$ cat src/rtl/mmio_pkg.sv
// Shared definitions for the MMIO peripheral: register map and flag bit positions.
package mmio_pkg;

    // Byte addresses of the mapped registers (bits [1:0] are never decoded)
    localparam logic [31:0] ADDR_TH     = 32'h4000_0000;
    localparam logic [31:0] ADDR_TL     = 32'h4000_0004;
    localparam logic [31:0] ADDR_TCON   = 32'h4000_0008;
    localparam logic [31:0] ADDR_LED    = 32'h4000_000C;
    localparam logic [31:0] ADDR_SWITCH = 32'h4000_0010;
    localparam logic [31:0] ADDR_DIGI   = 32'h4000_0014;
    localparam logic [31:0] ADDR_TXD    = 32'h4000_0018;
    localparam logic [31:0] ADDR_RXD    = 32'h4000_001C;
    localparam logic [31:0] ADDR_UCON   = 32'h4000_0020;

    // TCON bit positions
    localparam int TCON_EN = 0;
    localparam int TCON_IE = 1;
    localparam int TCON_IS = 2;

    // UCON bit positions
    localparam int UCON_TX_BUSY  = 0;
    localparam int UCON_TX_DROP  = 1;
    localparam int UCON_RX_VALID = 2;
    localparam int UCON_RX_OVR   = 3;

endpackage

$ cat src/rtl/mmio_timer.sv
// Reloading 32-bit up-counter with sticky interrupt status.
module mmio_timer
    import mmio_pkg::*;
(
    input  logic        clk,
    input  logic        reset,
    input  logic        i_wr_th,
    input  logic        i_wr_tl,
    input  logic        i_wr_tcon,
    input  logic [31:0] i_wdata,
    output logic [31:0] o_th,
    output logic [31:0] o_tl,
    output logic [2:0]  o_tcon,
    output logic        o_interrupt
);

    logic [31:0] r_th;
    logic [31:0] r_tl;
    logic [2:0]  r_tcon;
    logic        w_overflow;
    logic        w_set_is;

    // Overflow is judged on the current count, so it still fires when the CPU
    // overwrites TL in the same cycle (the write wins the TL value only).
    assign w_overflow = r_tcon[TCON_EN] && (r_tl == 32'hFFFF_FFFF);
    assign w_set_is   = w_overflow && r_tcon[TCON_IE];

    // Reload register: CPU writes only
    always_ff @(posedge clk or negedge reset) begin
        if (!reset) r_th <= '0;
        else if (i_wr_th) r_th <= i_wdata;
    end

    // Counter: CPU write beats reload, reload beats increment
    always_ff @(posedge clk or negedge reset) begin
        if (!reset)                r_tl <= '0;
        else if (i_wr_tl)          r_tl <= i_wdata;
        else if (w_overflow)       r_tl <= r_th;
        else if (r_tcon[TCON_EN])  r_tl <= r_tl + 32'd1;
    end

    // Control/status: a concurrent overflow keeps the status bit set over a CPU write
    always_ff @(posedge clk or negedge reset) begin
        if (!reset) begin
            r_tcon <= '0;
        end else if (i_wr_tcon) begin
            r_tcon[TCON_EN] <= i_wdata[TCON_EN];
            r_tcon[TCON_IE] <= i_wdata[TCON_IE];
            r_tcon[TCON_IS] <= i_wdata[TCON_IS] | w_set_is;
        end else if (w_set_is) begin
            r_tcon[TCON_IS] <= 1'b1;
        end
    end

    assign o_th        = r_th;
    assign o_tl        = r_tl;
    assign o_tcon      = r_tcon;
    assign o_interrupt = r_tcon[TCON_IS] & r_tcon[TCON_IE];

endmodule

$ cat src/rtl/mmio_peripheral.sv
// Memory-mapped peripheral block: address decode, GPIO, UART glue and timer.
module mmio_peripheral
    import mmio_pkg::*;
(
    input  logic        clk,
    input  logic        reset,
    input  logic [31:0] iMemAddr,
    input  logic        iMemRead,
    input  logic        iMemWrite,
    input  logic [31:0] iMemWriteData,
    output logic [31:0] oMemReadData,
    output logic        oInterrupt,
    output logic [7:0]  oLed,
    input  logic [7:0]  iSwitch,
    output logic [11:0] oDigi,
    output logic [7:0]  oTxData,
    output logic        oTxStart,
    input  logic        iTxBusy,
    input  logic [7:0]  iRxData,
    input  logic        iRxValid
);

    logic [29:0] w_word;
    logic        w_addr_lo_unused;
    logic [31:0] w_th;
    logic [31:0] w_tl;
    logic [2:0]  w_tcon;
    logic [3:0]  w_ucon;
    logic        w_tx_busy;
    logic        w_wr_txd;
    logic        w_wr_ucon;
    logic        w_tx_accept;
    logic        w_tx_reject;
    logic        w_rd_rxd;

    logic [7:0]  r_led;
    logic [11:0] r_digi;
    logic [7:0]  r_rxd;
    logic [7:0]  r_tx_data;
    logic        r_tx_start;
    logic        r_tx_inflight;
    logic        r_tx_busy_d;
    logic        r_tx_drop;
    logic        r_rx_valid;
    logic        r_rx_ovr;

    // Word address; the byte offset is deliberately ignored
    assign w_word           = iMemAddr[31:2];
    assign w_addr_lo_unused = ^iMemAddr[1:0];

    // TX handshake: a TXD write is accepted only when neither the UART (iTxBusy)
    // nor our own in-flight flag is busy; acceptance raises oTxStart for exactly
    // one cycle and holds the in-flight flag until iTxBusy is seen to fall.
    // Anything written while busy is discarded and recorded in the sticky drop flag.
    assign w_tx_busy   = r_tx_inflight | iTxBusy;
    assign w_wr_txd    = iMemWrite && (w_word == ADDR_TXD[31:2]);
    assign w_wr_ucon   = iMemWrite && (w_word == ADDR_UCON[31:2]);
    assign w_tx_accept = w_wr_txd && !w_tx_busy;
    assign w_tx_reject = w_wr_txd && w_tx_busy;
    assign w_rd_rxd    = iMemRead && (w_word == ADDR_RXD[31:2]);

    always_comb begin
        w_ucon = '0;
        w_ucon[UCON_TX_BUSY]  = w_tx_busy;
        w_ucon[UCON_TX_DROP]  = r_tx_drop;
        w_ucon[UCON_RX_VALID] = r_rx_valid;
        w_ucon[UCON_RX_OVR]   = r_rx_ovr;
    end

    mmio_timer u_timer (
        .clk         (clk),
        .reset       (reset),
        .i_wr_th     (iMemWrite && (w_word == ADDR_TH[31:2])),
        .i_wr_tl     (iMemWrite && (w_word == ADDR_TL[31:2])),
        .i_wr_tcon   (iMemWrite && (w_word == ADDR_TCON[31:2])),
        .i_wdata     (iMemWriteData),
        .o_th        (w_th),
        .o_tl        (w_tl),
        .o_tcon      (w_tcon),
        .o_interrupt (oInterrupt)
    );

    // GPIO output registers
    always_ff @(posedge clk or negedge reset) begin
        if (!reset) begin
            r_led  <= '0;
            r_digi <= '0;
        end else if (iMemWrite) begin
            if (w_word == ADDR_LED[31:2])  r_led  <= iMemWriteData[7:0];
            if (w_word == ADDR_DIGI[31:2]) r_digi <= iMemWriteData[11:0];
        end
    end

    // UART transmit side: data latch, start pulse, in-flight tracking
    always_ff @(posedge clk or negedge reset) begin
        if (!reset) begin
            r_tx_data     <= '0;
            r_tx_start    <= 1'b0;
            r_tx_inflight <= 1'b0;
            r_tx_busy_d   <= 1'b0;
        end else begin
            r_tx_busy_d <= iTxBusy;
            r_tx_start  <= w_tx_accept;
            if (w_tx_accept) begin
                r_tx_data     <= iMemWriteData[7:0];
                r_tx_inflight <= 1'b1;
            end else if (r_tx_busy_d && !iTxBusy) begin
                r_tx_inflight <= 1'b0;
            end
        end
    end

    // UART receive side: capture, valid flag, read-to-clear
    always_ff @(posedge clk or negedge reset) begin
        if (!reset) begin
            r_rxd      <= '0;
            r_rx_valid <= 1'b0;
        end else if (iRxValid) begin
            r_rxd      <= iRxData;
            r_rx_valid <= 1'b1;
        end else if (w_rd_rxd) begin
            r_rx_valid <= 1'b0;
        end
    end

    // Sticky error flags: a new event in the same cycle as a UCON write stays set
    always_ff @(posedge clk or negedge reset) begin
        if (!reset) begin
            r_tx_drop <= 1'b0;
            r_rx_ovr  <= 1'b0;
        end else begin
            if (w_tx_reject)                r_tx_drop <= 1'b1;
            else if (w_wr_ucon)             r_tx_drop <= 1'b0;
            if (iRxValid && r_rx_valid)     r_rx_ovr  <= 1'b1;
            else if (w_wr_ucon)             r_rx_ovr  <= 1'b0;
        end
    end

    // Zero-latency read mux; write-only and unmapped addresses read zero
    always_comb begin
        oMemReadData = '0;
        case (w_word)
            ADDR_TH[31:2]:     oMemReadData = w_th;
            ADDR_TL[31:2]:     oMemReadData = w_tl;
            ADDR_TCON[31:2]:   oMemReadData = {29'd0, w_tcon};
            ADDR_LED[31:2]:    oMemReadData = {24'd0, r_led};
            ADDR_SWITCH[31:2]: oMemReadData = {24'd0, iSwitch};
            ADDR_DIGI[31:2]:   oMemReadData = {20'd0, r_digi};
            ADDR_RXD[31:2]:    oMemReadData = {24'd0, r_rxd};
            ADDR_UCON[31:2]:   oMemReadData = {28'd0, w_ucon};
            default:           oMemReadData = '0;
        endcase
    end

    assign oLed     = r_led;
    assign oDigi    = r_digi;
    assign oTxData  = r_tx_data;
    assign oTxStart = r_tx_start;

endmodule

$ cat config.mk
export PLATFORM = sky130hd
export DESIGN_NAME = mmio_peripheral
export DESIGN_NICKNAME = d
export VERILOG_FILES = /design/src/rtl/mmio_pkg.sv /design/src/rtl/mmio_timer.sv /design/src/rtl/mmio_peripheral.sv
export SDC_FILE = /design/constraint.sdc
export NUM_CORES = 1
export LEC_CHECK = 0
export ABC_AREA = 0
export BUFFER_PORTS_ARGS = -buffer_cell sky130_fd_sc_hd__buf_4
export CORE_ASPECT_RATIO = 1.2
export CORE_MARGIN = 2
export CORE_UTILIZATION = 49
export CTS_BUF_LIST = sky130_fd_sc_hd__clkbuf_16
export CTS_CLUSTER_DIAMETER = 80
export DETAILED_ROUTE_END_ITERATION = 10
export MAX_ROUTING_LAYER = met4
export PLACE_DENSITY = 0.84
export SLEW_MARGIN = 40
export SYNTH_ARGS = -nofsm -noshare
export SYNTH_HDL_FRONTEND = slang
export SYNTH_SLANG_ARGS = --single-unit
export TNS_END_PERCENT = 50
$ cat constraint.sdc
create_clock -name clk -period 2.5 [get_ports clk]
set_input_delay 0.5 -clock clk [delete_from_list [all_inputs] [get_ports clk]]
set_output_delay 0.5 -clock clk [all_outputs]
set_load 0.02 [all_outputs]
# After elaboration in Yosys (flattened, before gate mapping)
# Index checks and enable logic that the tools add are counted.
# word_totals
ff_bits	109
inputBits	86
output_inout_bits	62
elab_cells	63
# classes
addsub	1
n_eq_ne	10
n_mux	13
n_bitwise	3
reduce_logical	22
# ops
op	count
30-bit by 29-bit equality test with 1-bit output (second input constant)	9
32-bit case mux with 8 select lines	1
32-bit two-way mux	3
32-bit by 1-bit adder with 32-bit output (second input constant)	1
32-bit equality test (second input constant)	1
1-bit logical AND	12
2-bit nonzero test	5
1-bit two-way mux	9
2-bit AND reduction	2
3-bit nonzero test	1
1-bit zero test	2
1-bit OR	2
1-bit AND	1

# Depth between registers and ports, before layout
# Gate-level depths: netlist of run 1.
# depth
ltp_word	5
mapped_depth	9
ltp_nobuf	7

# Modules after synthesis
# Synthesis of run 1 repeated with hierarchy kept, for this count alone.
# hier_totals
hier_cells	597
area_unflattened_um2	6188.4
# by_module_without_submodules
module	instances	cells_each	area_each_um2	seq_area_each_um2
mmio_timer	1	369	3682.3	1676.6
mmio_peripheral	1	228	2506.2	1051.0

# Worst setup path after synthesis of run 1
# OpenSTA, ideal clock, no wires.
# synth_path
path_kind	input to output
startpoint	in iMemAddr[13]
endpoint	out oMemReadData[12]
arrival_time_ns	2.166
slack_ns	-0.166
path_stages	7
cell_sequence	nor4_1 > nand4_1 > or2_0 > buf_2 > nor4_4 > buf_2 > a22o_1
# synth_between
elab_chain_cells	2
word_cells_on_any_way	9
classes_between	eq/ne: 8; mux: 1
# synth_rtl
element	line_no	rtl
start, declared	mmio_peripheral.sv:7	input logic [31:0] iMemAddr,
30-bit by 29-bit equality test with 1-bit output	mmio_peripheral.sv:142	case (w_word)
32-bit case mux with 8 select lines *	mmio_peripheral.sv:142	
end, declared	mmio_peripheral.sv:11	output logic [31:0] oMemReadData,
# Mark *: on every way between the ends. The rest lies on a longest branch, timed or not.

# Worst setup path in the final report of run 1
# layout_path
startpoint	in iMemAddr[26]
endpoint	out oMemReadData[11]
# The elaborated chain is that of the path after synthesis.

==> results of run 1 <==
[final timing paths]
check | depth (start not counted) | end | start | slack (ps)
min reg2reg | 2 | r_tx_drop | r_tx_drop | 510
max | 10 | oMemReadData[11] | iMemAddr[26] | -280
max reg2reg | 7 | u_timer.o_tl[13] | u_timer.o_tl[1] | 80
max in group asynchronous | 3 | u_timer.o_th[30] | reset | 1340
min | 1 | r_tx_busy_d | iTxBusy | 250
min in group asynchronous | 2 | u_timer.o_th[21] | reset | 520
[final cells by class]
type                       instances  share of cell area, %
clock inverter                     7                  0.926
timing repair buffer             202                   21.7
sequential                       109                   31.6
inverter                          15                  0.651
multi-input combinational        428                   40.2
tap                              164                   2.37
clock buffer                       9                   2.60
[Yosys cell counts, types with 4 or more instances]
| cell type | n | share of area (%) |
|---|---|---|
| buf_2 | 7 | 0.56 |
| or3_1 | 5 | 0.50 |
| a22oi_1 | 5 | 0.60 |
| mux2_4 | 12 | 2.9 |
| o21ai_1 | 4 | 0.32 |
| o21ai_0 | 19 | 1.5 |
| nand2_1 | 45 | 2.7 |
| nor2b_1 | 5 | 0.50 |
| nand3_1 | 20 | 1.6 |
| dfrtp_1 | 109 | 43 |
| inv_1 | 15 | 0.89 |
| a21oi_1 | 14 | 1.1 |
| a221oi_1 | 4 | 0.56 |
| mux2_2 | 67 | 12 |
| and4_2 | 4 | 0.64 |
| xor2_1 | 7 | 0.97 |
| nor3_1 | 14 | 1.1 |
| a22o_1 | 21 | 2.9 |
| a222oi_1 | 4 | 0.64 |
| and3_1 | 6 | 0.60 |
| o22ai_1 | 6 | 0.60 |
| and2_1 | 5 | 0.50 |
| a21o_1 | 10 | 1.2 |
| mux2i_1 | 25 | 4.0 |
| clkbuf_1 | 24 | 1.4 |
| nand4_1 | 13 | 1.3 |
| a31oi_1 | 9 | 0.89 |
| a211oi_1 | 10 | 1.2 |
| xnor2_1 | 6 | 0.84 |
| nor2_1 | 30 | 1.8 |
| nor4_1 | 8 | 0.80 |
[logic make-up (layout without fill, tap and decap cells)]
kind of cell / count (synthesis) / after routing / share of synthesized area (%)
AOI/OAI and AO/OA: 127 / 127 / 14.6
xor gates and xnor gates: 13 / 13 / 1.81
adders and majority gates: 1 / 1 / 0.199
buffers and inverters: 54 / 233 / 3.80
DFF: 109 / 109 / 43.3
muxes: 107 / 107 / 19.5
and+or+nand+nor: 180 / 180 / 16.7
[worst max-delay path: stages]
cell and delay, ps:
buf_8 100, nor4_4 320, nand3_2 170, or2_4 300
nor4_4 200, buf_6 190, buf_12 130, a222oi_1 110
inv_1 130, buf_6 130
[layout by cell type, fill, tap and decap left out, types with 4 or more instances in the layout]
| master | n |
|---|---|
| nand3_1 | 19 |
| xnor2_1 | 6 |
| nand2_1 | 44 |
| clkbuf_16 | 12 |
| mux2_4 | 13 |
| a21oi_1 | 14 |
| nor2b_1 | 5 |
| a22oi_1 | 5 |
| inv_1 | 15 |
| and3_1 | 6 |
| buf_4 | 146 |
| buf_6 | 41 |
| nor2_1 | 28 |
| mux2_2 | 67 |
| nor3_1 | 13 |
| or3_1 | 4 |
| a21o_1 | 10 |
| a22o_1 | 20 |
| nor4_4 | 6 |
| buf_12 | 8 |
| mux2i_1 | 25 |
| and4_2 | 4 |
| o21ai_1 | 4 |
| o21ai_0 | 19 |
| a221oi_1 | 4 |
| a31oi_1 | 9 |
| a222oi_1 | 4 |
| a211oi_1 | 7 |
| dfrtp_1 | 108 |
| nand4_1 | 13 |
| xor2_1 | 7 |
[timing repair]
action | 4_1_cts | 5_1_grt
endpoints found under the hold margin | 11 | 0
setup buffers | 4 | 3
pin swaps | 14 | 12
hold buffers | 1 | 0
gates cloned | 2 | 3
gates resized for setup | 50 | 25
endpoints found under the setup margin | 32 | 39
[registers in the layout (all words and copies together) (netlist names)]
signal          cells
oDigi              12
oLed                8
oTxData             8
oTxStart            1
r_rx_ovr            1
r_rx_valid          1
r_rxd               8
r_tx_busy_d         1
r_tx_drop           1
r_tx_inflight       1
u_timer.o_tcon      3
u_timer.o_th       32
u_timer.o_tl       32
[metrics by stage]
step	setup TNS, ps	worst slack [ps]	instances	instance area [µm²]
6_report	-5450	-278	934	8650
5_1_grt	-8030	-344	934	8650
4_1_cts	-7000	-297	929	8440
3_5_place_dp	-9830	-365	906	7840
3_3_place_gp	-7320	-299	906	7840
2_1_floorplan	-1450	-66.2	591	6300
[routing by layer]
metal | GRT usage, % | share of wire, % | up-vias
met5 | - | 0 | -
met4 | 12.4 | 2.8 | 0
met3 | 5.54 | 6.4 | 48
met2 | 51.5 | 52 | 273
met1 | 34.4 | 39 | 2908
li1 | - | - | 2580
[power by group through the flow]
stage,clock network (µW),logic (µW),registers (µW)
final,1520,281,1780
after global routing,1600,304,1780
after CTS,1540,270,1780
after detailed placement,0,255,1820
after global placement,0,247,1820
after floorplan,0,74.4,1820
==> summary.md, run 1 <==
| Metric | Value |
|---|---|
| Status | complete, but fails checks |
| Failing checks | setup timing |
| Post-route minimum period | 2780 ps |
| Fin. Hold Viols | 0 |
| Sequential Power Share | 49.8% |
| Core area | 12600 µm² |
| Tot Pwr | 3580 µW |
| Worst Hold Class | input pin to flop |
| Skew final | 4.48 ps |
| Endpoints failing setup | 30 |
| Die H | 128 µm |
| Initial antenna violation count | 0 |
| Syn. warnings | 0 |
| Multi-input gate area | 3480 µm² |
| First-pass DRT Iterations | 5 |
| Worst-Skew Late Latency | 370 ps |
| Via density | 6.22 |
| Slew margin rel. | 65.5% |
| Asr flop ratio synth | 100% |
| Total number of vias | 5809 |
| Port bufs | 145 |
| Post-synth EDFFs | 0 |
| Power density cells | 414 nW/µm² |
| Routed wire length per instance | 21.4 µm |
| CP max FO | 7 |
| All-Layer GR Usage | 30.0% |
| Initial DRC Count | 418 |
| Initial Utilization | 49.9% |
| Fmax | 360 MHz |
| Final period utilization | 111% |
| Clk sink count | 109 |
| WP data arrival | 2280 ps |
| Area Overhead vs Synth | 37.4% |
| Startpoint Class | input pin |
| Worst EP required | 2000 ps |
| Switch Pwr | 874 µW |
| I/O Pins | 148 |
| Longest Clk Path Bufs | 2 |
| RSZ-0062 raised after global routing | true |
| Internal | 2710 µW |
| CTS tree | yes |
| Final core utilization | 68.6% |
| Post-synth cell types | 67 |
| Clock buffer count from CTS | 9 |
| Measured slew at the worst slew-check pin | 518 ps |
| Max Slew Vio Count | 0 |
| Share of post-route cells with drive strength above 1 | 44.7% |
| Final HPWL DP | 13400 µm |
| Reg clk slew, reported paths | 80 ps |
| Pin count of the biggest net entering global routing | 70 |
| Antenna-violating nets left | 0 |
| First-pass GRT wire length | 31300 µm |
| Antenna Cells | 0 |
| Clock power share | 42.4% |
| Post-Syn Area | 6290 µm² |
| PnR worst setup slack | -278 ps |
| Peak supply drop | 381 µV |
| Final hold slack | 253 ps |
| Max cap viols | 0 |
| Gate power share | 7.8% |
| Rows | 45 |
| Final GP Congestion | 0.939 |
| Root Buffer | clkbuf_16 |
| Total wire length | 20000 µm |
| Syn_nets | 678 |
| Kind of critical path | input pin to output pin |
| Post-Synthesis Cells | 591 |
| CP Capture Type | output pin |
| CTS HTree Levels | 3 |
| Leak pwr | 0.00426 µW |
| Filler cell count | 929 |
| Sw frac | 24.4% |
| Seq/Total Area, Yosys | 43.3% |
| Die extent in x | 107 µm |
| Final #Nets | 852 |
| DIE AREA | 13800 µm² |
| Vias in the first global route | 6077 |
| Post-route DRC | 0 |
| Seq cells post-synth | 109 |
| FF/Latch Area | 2730 µm² |
| Synth Area per Inst | 10.6 µm² |
| Ys flop type | dfrtp_1 |
| GRT overflow | 0 |
Note: power is estimated with default switching activity, not from simulation.
==> run 2, diff against run 1 <==
==> constraint.sdc (replaced) <==
create_clock -name clk -period 2.5 [get_ports clk]
set_input_delay 0.25 -clock clk [delete_from_list [all_inputs] [get_ports clk]]
set_output_delay 0.25 -clock clk [all_outputs]
set_load 0.02 [all_outputs]
==> summary.md, run 2 (same netlist as run 1, synthesis figures left out) <==
| Metric | Value |
|---|---|
| Status | finished, final reports clean |
| Worst EP required | 2250 ps |
| Final GP Congestion | 0.885 |
| First-pass DRT Iterations | 7 |
| RSZ-0062 raised after global routing | false |
| CTS HTree Levels | 3 |
| Clock buffer count from CTS | 9 |
| Placed cells | 893 |
| All-Layer GR Usage | 27.9% |
| Worst-Skew Late Latency | 370 ps |
| Commonest non-fill, non-tap cells in the layout | buf_4, dfrtp_1, mux2_2, nand2_1, nor2_1 |
| DIE AREA | 13800 µm² |
| CP Capture Type | output pin |
| Peak supply drop | 339 µV |
| Initial Utilization | 49.9% |
| Longest Clk Path Bufs | 2 |
| Post-route minimum period | 2380 ps |
| Crit path max-delay cell type | nor4_1 |
| Area Overhead vs Synth | 27.2% |
| Final period utilization | 95.3% |
| Count of non-filler cells in the finished layout | 911 |
| I/O Pins | 148 |
| Pin count of the biggest net entering global routing | 47 |
| Port bufs | 145 |
| Kind of critical path | input pin to output pin |
| Die H | 128 µm |
| Startpoint Class | input pin |
| Reg clk slew, reported paths | 70 ps |
| Fmax | 420 MHz |
| Vias in the first global route | 5697 |
| Filler cell count | 1036 |
| Final #Nets | 829 |
| Routed wire length per instance | 19.8 µm |
| Power density cells | 431 nW/µm² |
| Initial antenna violation count | 0 |
| Die extent in x | 107 µm |
| Total wire length | 18000 µm |
| Leak pwr | 0.00400 µW |
| Max cap viols | 0 |
| First-pass GRT wire length | 29000 µm |
| Post-route DRC | 0 |
| Skew final | 10.5 ps |
| Rows | 45 |
| GRT overflow | 0 |
| WP data arrival | 2130 ps |
| Max Slew Vio Count | 0 |
| Core area | 12600 µm² |
| Final hold slack | 5.53 ps |
| CP Cell Sequence | buf_4 -> nor4_1 -> nand3_1 -> or2_4 -> nor4_4 -> buf_12 -> a222oi_1 -> inv_1 -> buf_4 |
| Buf/Inv on CP | 4 |
| Root Buffer | clkbuf_16 |
| Antenna-violating nets left | 0 |
| Endpoints failing setup | 0 |
| CP peak stage delay | 320 ps |
| Clk sink count | 109 |
| Crit path max-delay family | simple AND/OR/NAND/NOR gates |
| Setup tns final | 0 ps |
| Worst Hold Class | input pin to flop |
| Most used cell, CP | buf_4 |
| Slew margin rel. | 58.7% |
| Final HPWL DP | 12900 µm |
| Via density | 6.01 |
| Commonest non-fill, non-tap cell in the layout | buf_4 |
| Total number of vias | 5472 |
| Share of post-route cells with drive strength above 1 | 40.3% |
| CTS tree | yes |
| CP max FO | 27 |
| Fin. Hold Viols | 0 |
| Initial DRC Count | 354 |
| Antenna Cells | 0 |
| Measured slew at the worst slew-check pin | 618 ps |
==> run 2: stage by stage <==
step | util [%] | power, µW | instance area, µm² | setup WS, ps
floorplan | - | 1890 | 6290 | 303
global placement | 60.9 | 2060 | 7680 | 79.5
detailed placement | 60.9 | 2060 | 7680 | 7.63
CTS | 63.2 | 3460 | 7970 | 42.1
global route | 63.4 | 3560 | 8000 | 12.3
finish | 63.4 | 3450 | 8000 | 118
==> run 2: worst reg2reg max path: cells and delay by family, from the launching register on <==
family	cells	cell delay [ps]
and+or+nand+nor	2	970
DFF	1	510
muxes	2	460
xor gates and xnor gates	1	200
AOI/OAI and AO/OA	1	100
==> run 2: timing repair <==
action	in CTS	in global routing
setup endpoints to repair	0	23
hold buffers	1	0
buffers inserted	0	1
hold endpoints to repair	43	0
resized for setup	0	5
==> run 2: cell type report <==
| class | instances | area (µm²) | area share, % |
|---|---|---|---|
| Timing Repair Buffer | 179 | 1380 | 17.3 |
| Multi-Input combinational cell | 428 | 3350 | 41.8 |
| Inverter | 15 | 56.3 | 0.704 |
| Clock buffer | 9 | 225 | 2.81 |
| Clock inverter | 7 | 57.6 | 0.719 |
| Sequential cell | 109 | 2730 | 34.1 |
| Tap cell | 164 | 205 | 2.56 |
==> run 2: worst paths after layout <==
path | start | end | depth (start not counted) | slack, ps
worst max-delay path | iMemAddr[18] | oMemReadData[11] | 9 | 120
worst min-delay path | iTxBusy | r_tx_busy_d | 1 | 6
worst max register to register | u_timer.o_tl[7] | u_timer.o_tl[13] | 6 | 130
worst min register to register | r_rxd[2] | r_rxd[2] | 1 | 510
max in group asynchronous | reset | oDigi[7] | 3 | 1420
min in group asynchronous | reset | u_timer.o_th[19] | 2 | 420
==> run 2: metal layers <==
| layer | global-route usage (%) | routed length (µm) |
|---|---|---|
| met1 | 33.5 | 7390 |
| met5 | - | 0 |
| met2 | 47.2 | 9120 |
| met3 | 4.78 | 1090 |
| met4 | 9.95 | 402 |
==> run 2: power breakdown <==
part	leakage, µW	total (µW)	internal, µW	switching (µW)
Clock	0.000136	1420	691	725
Combinational	0.00244	249	124	126
Sequential	0.00142	1780	1780	6.73
==> run 3, diff against run 2 <==
Clock period 2.5 ns to 1.9 ns, I/O delays scaled along.
==> summary.md, run 3 (same netlist as run 1, synthesis figures left out) <==
| Metric | Value |
|---|---|
| Slew margin rel. | 66.5% |
| DIE AREA | 13800 µm² |
| Total wire length | 20600 µm |
| Fmax | 452 MHz |
| First-pass GRT wire length | 31800 µm |
| Clock buffer count from CTS | 9 |
| Root Buffer | clkbuf_16 |
| Leak pwr | 0.00470 µW |
| Failing checks | setup timing |
| Area Overhead vs Synth | 48.4% |
| Pin count of the biggest net entering global routing | 59 |
| Initial DRC Count | 387 |
| PnR worst setup slack | -311 ps |
| Antenna-violating nets left | 0 |
| Measured slew at the worst slew-check pin | 502 ps |
| Peak supply drop | 445 µV |
| CP Capture Type | output pin |
| CP Cell Sequence | buf_6 -> mux4_2 -> a32oi_1 -> nor2_1 -> a31oi_1 -> o22ai_1 -> buf_4 |
| Startpoint Class | flop |
| Die extent in x | 107 µm |
| Vias in the first global route | 6227 |
| Final #Nets | 915 |
| Worst-Skew Late Latency | 360 ps |
| Worst r2r src | u_timer.o_tl[1] |
| Share of post-route cells with drive strength above 1 | 52.2% |
| Worst Hold Class | input pin to flop |
| CTS HTree Levels | 3 |
| Max cap viols | 0 |
| Clock power share | 39.3% |
| Setup tns final | -12150 ps |
| CP peak stage delay | 460 ps |
| Clk sink count | 109 |
| Post-route DRC | 0 |
| Worst EP required | 1710 ps |
| GRT overflow | 0 |
| Final GP Congestion | 0.923 |
| CP max FO | 2 |
| Commonest non-fill, non-tap cells in the layout | buf_4, dfrtp_1, mux2_2, nand2_1, buf_6 |
| Gate power share | 8.5% |
| Worst hold path startpoint | iMemWriteData[18] |
| Skew final | 6.50 ps |
| DP Worst Slack | -408 ps |
| All-Layer GR Usage | 30.6% |
| Crit path launch | u_timer.o_tl[1] |
| Via density | 6.05 |
| Buf/Inv on CP | 2 |
| Kind of critical path | flop to output pin |
| Die H | 128 µm |
| Initial Utilization | 49.9% |
| RSZ-0062 raised after global routing | true |
| Status | complete, but fails checks |
| Max Slew Vio Count | 0 |
| I/O Pins | 148 |
| Fin. Hold Viols | 0 |
| Core area | 12600 µm² |
| Port bufs | 145 |
| Crit path max-delay family | multiplexers |
| Total number of vias | 6021 |
| Crit path max-delay cell type | mux4_2 |
| Rows | 45 |
| Final period utilization | 116% |
| First-pass DRT Iterations | 7 |
| Commonest non-fill, non-tap cell in the layout | buf_4 |
| Reg clk slew, reported paths | 70 ps |
| Endpoints failing setup | 63 |
| Final core utilization | 74.1% |
| Initial antenna violation count | 0 |
| Antenna Cells | 0 |
| Post-route minimum period | 2210 ps |
| Sequential Power Share | 52.2% |
| Internal | 3400 µW |
| Longest Clk Path Bufs | 2 |
| CTS tree | yes |
| Switch Pwr | 1090 µW |
| Sw frac | 24.3% |
| Final HPWL DP | 14300 µm |
| Power density cells | 481 nW/µm² |
| WP data arrival | 2020 ps |
| Routed wire length per instance | 20.7 µm |
-- run 3: cell types whose count changed in the layout (fill, tap and decap cells not counted), moves of 3 or more --
| cell | delta |
|---|---|
| buf_12 | +10 |
| and4_4 | +4 |
| buf_4 | +34 |
| a211oi_1 | -4 |
| and4_2 | -3 |
| a22o_4 | +18 |
| nor4_1 | -6 |
| o21ai_0 | -7 |
| buf_6 | +39 |
| a22o_1 | -18 |
| nor4_4 | +5 |
| o21ai_1 | +7 |
-- run 3: per-stage QoR --
stage	cells	hold slack, ps	cell area, µm²	total power (µW)
global route	996	52.6	9340	4630
CTS	993	46.9	9120	4480
detailed placement	967	53.9	8530	2730
floorplan	591	-106	6480	2490
global placement	967	50.0	8530	2720
finish	996	46.9	9340	4500
-- run 3: per-layer routing --
layer,up-vias,global-route usage (%),share of wire [%]
met1,2969,35.7,39
met2,294,52.0,52
met5,-,-,0
met3,67,4.27,5.8
li1,2691,-,-
met4,0,14.6,3.5
-- run 3: power groups by stage --
stage	Sequential (µW)	Combinational (µW)	Clock (µW)
2_1_floorplan	2390	97.4	0
4_1_cts	2350	365	1770
3_5_place_dp	2390	340	0
3_3_place_gp	2390	329	0
5_1_grt	2350	412	1870
6_report	2350	384	1770
-- run 3: cell type report --
type                       count  area [µm²]
clock buffer                   9         225
clock inverter                 6        37.5
fill                         856        3270
inverter                      15        56.3
multi-input combinational    428        3750
sequential                   109        2730
tap                          164         205
timing repair buffer         265        2340
-- run 3: timing repair --
action / 4_1_cts / 5_1_grt
hold buffers: 2 / 0
gates cloned: 1 / 1
gates resized for setup: 52 / 45
setup endpoints to repair: 65 / 65
endpoints found under the hold margin: 63 / 0
buffers inserted: 8 / 2
pin swaps: 17 / 11
-- run 3: worst min-delay path, delay by kind of cell --
kind | cells | cell delay (ps)
buf+inv | 1 | 90
compound gates | 1 | 60
simple gates | 1 | 40
-- run 3: path summary, 6_finish.rpt --
| check | end | cells after the start | slack (ps) |
|---|---|---|---|
| max reg2reg | u_timer.o_tl[20] | 9 | -290 |
| min in group asynchronous | u_timer.o_th[24] | 2 | 220 |
| max | oMemReadData[1] | 7 | -310 |
| min | u_timer.o_tl[18] | 3 | 50 |
| min reg2reg | oTxData[7] | 1 | 510 |
| max in group asynchronous | u_timer.o_tl[2] | 3 | 1100 |
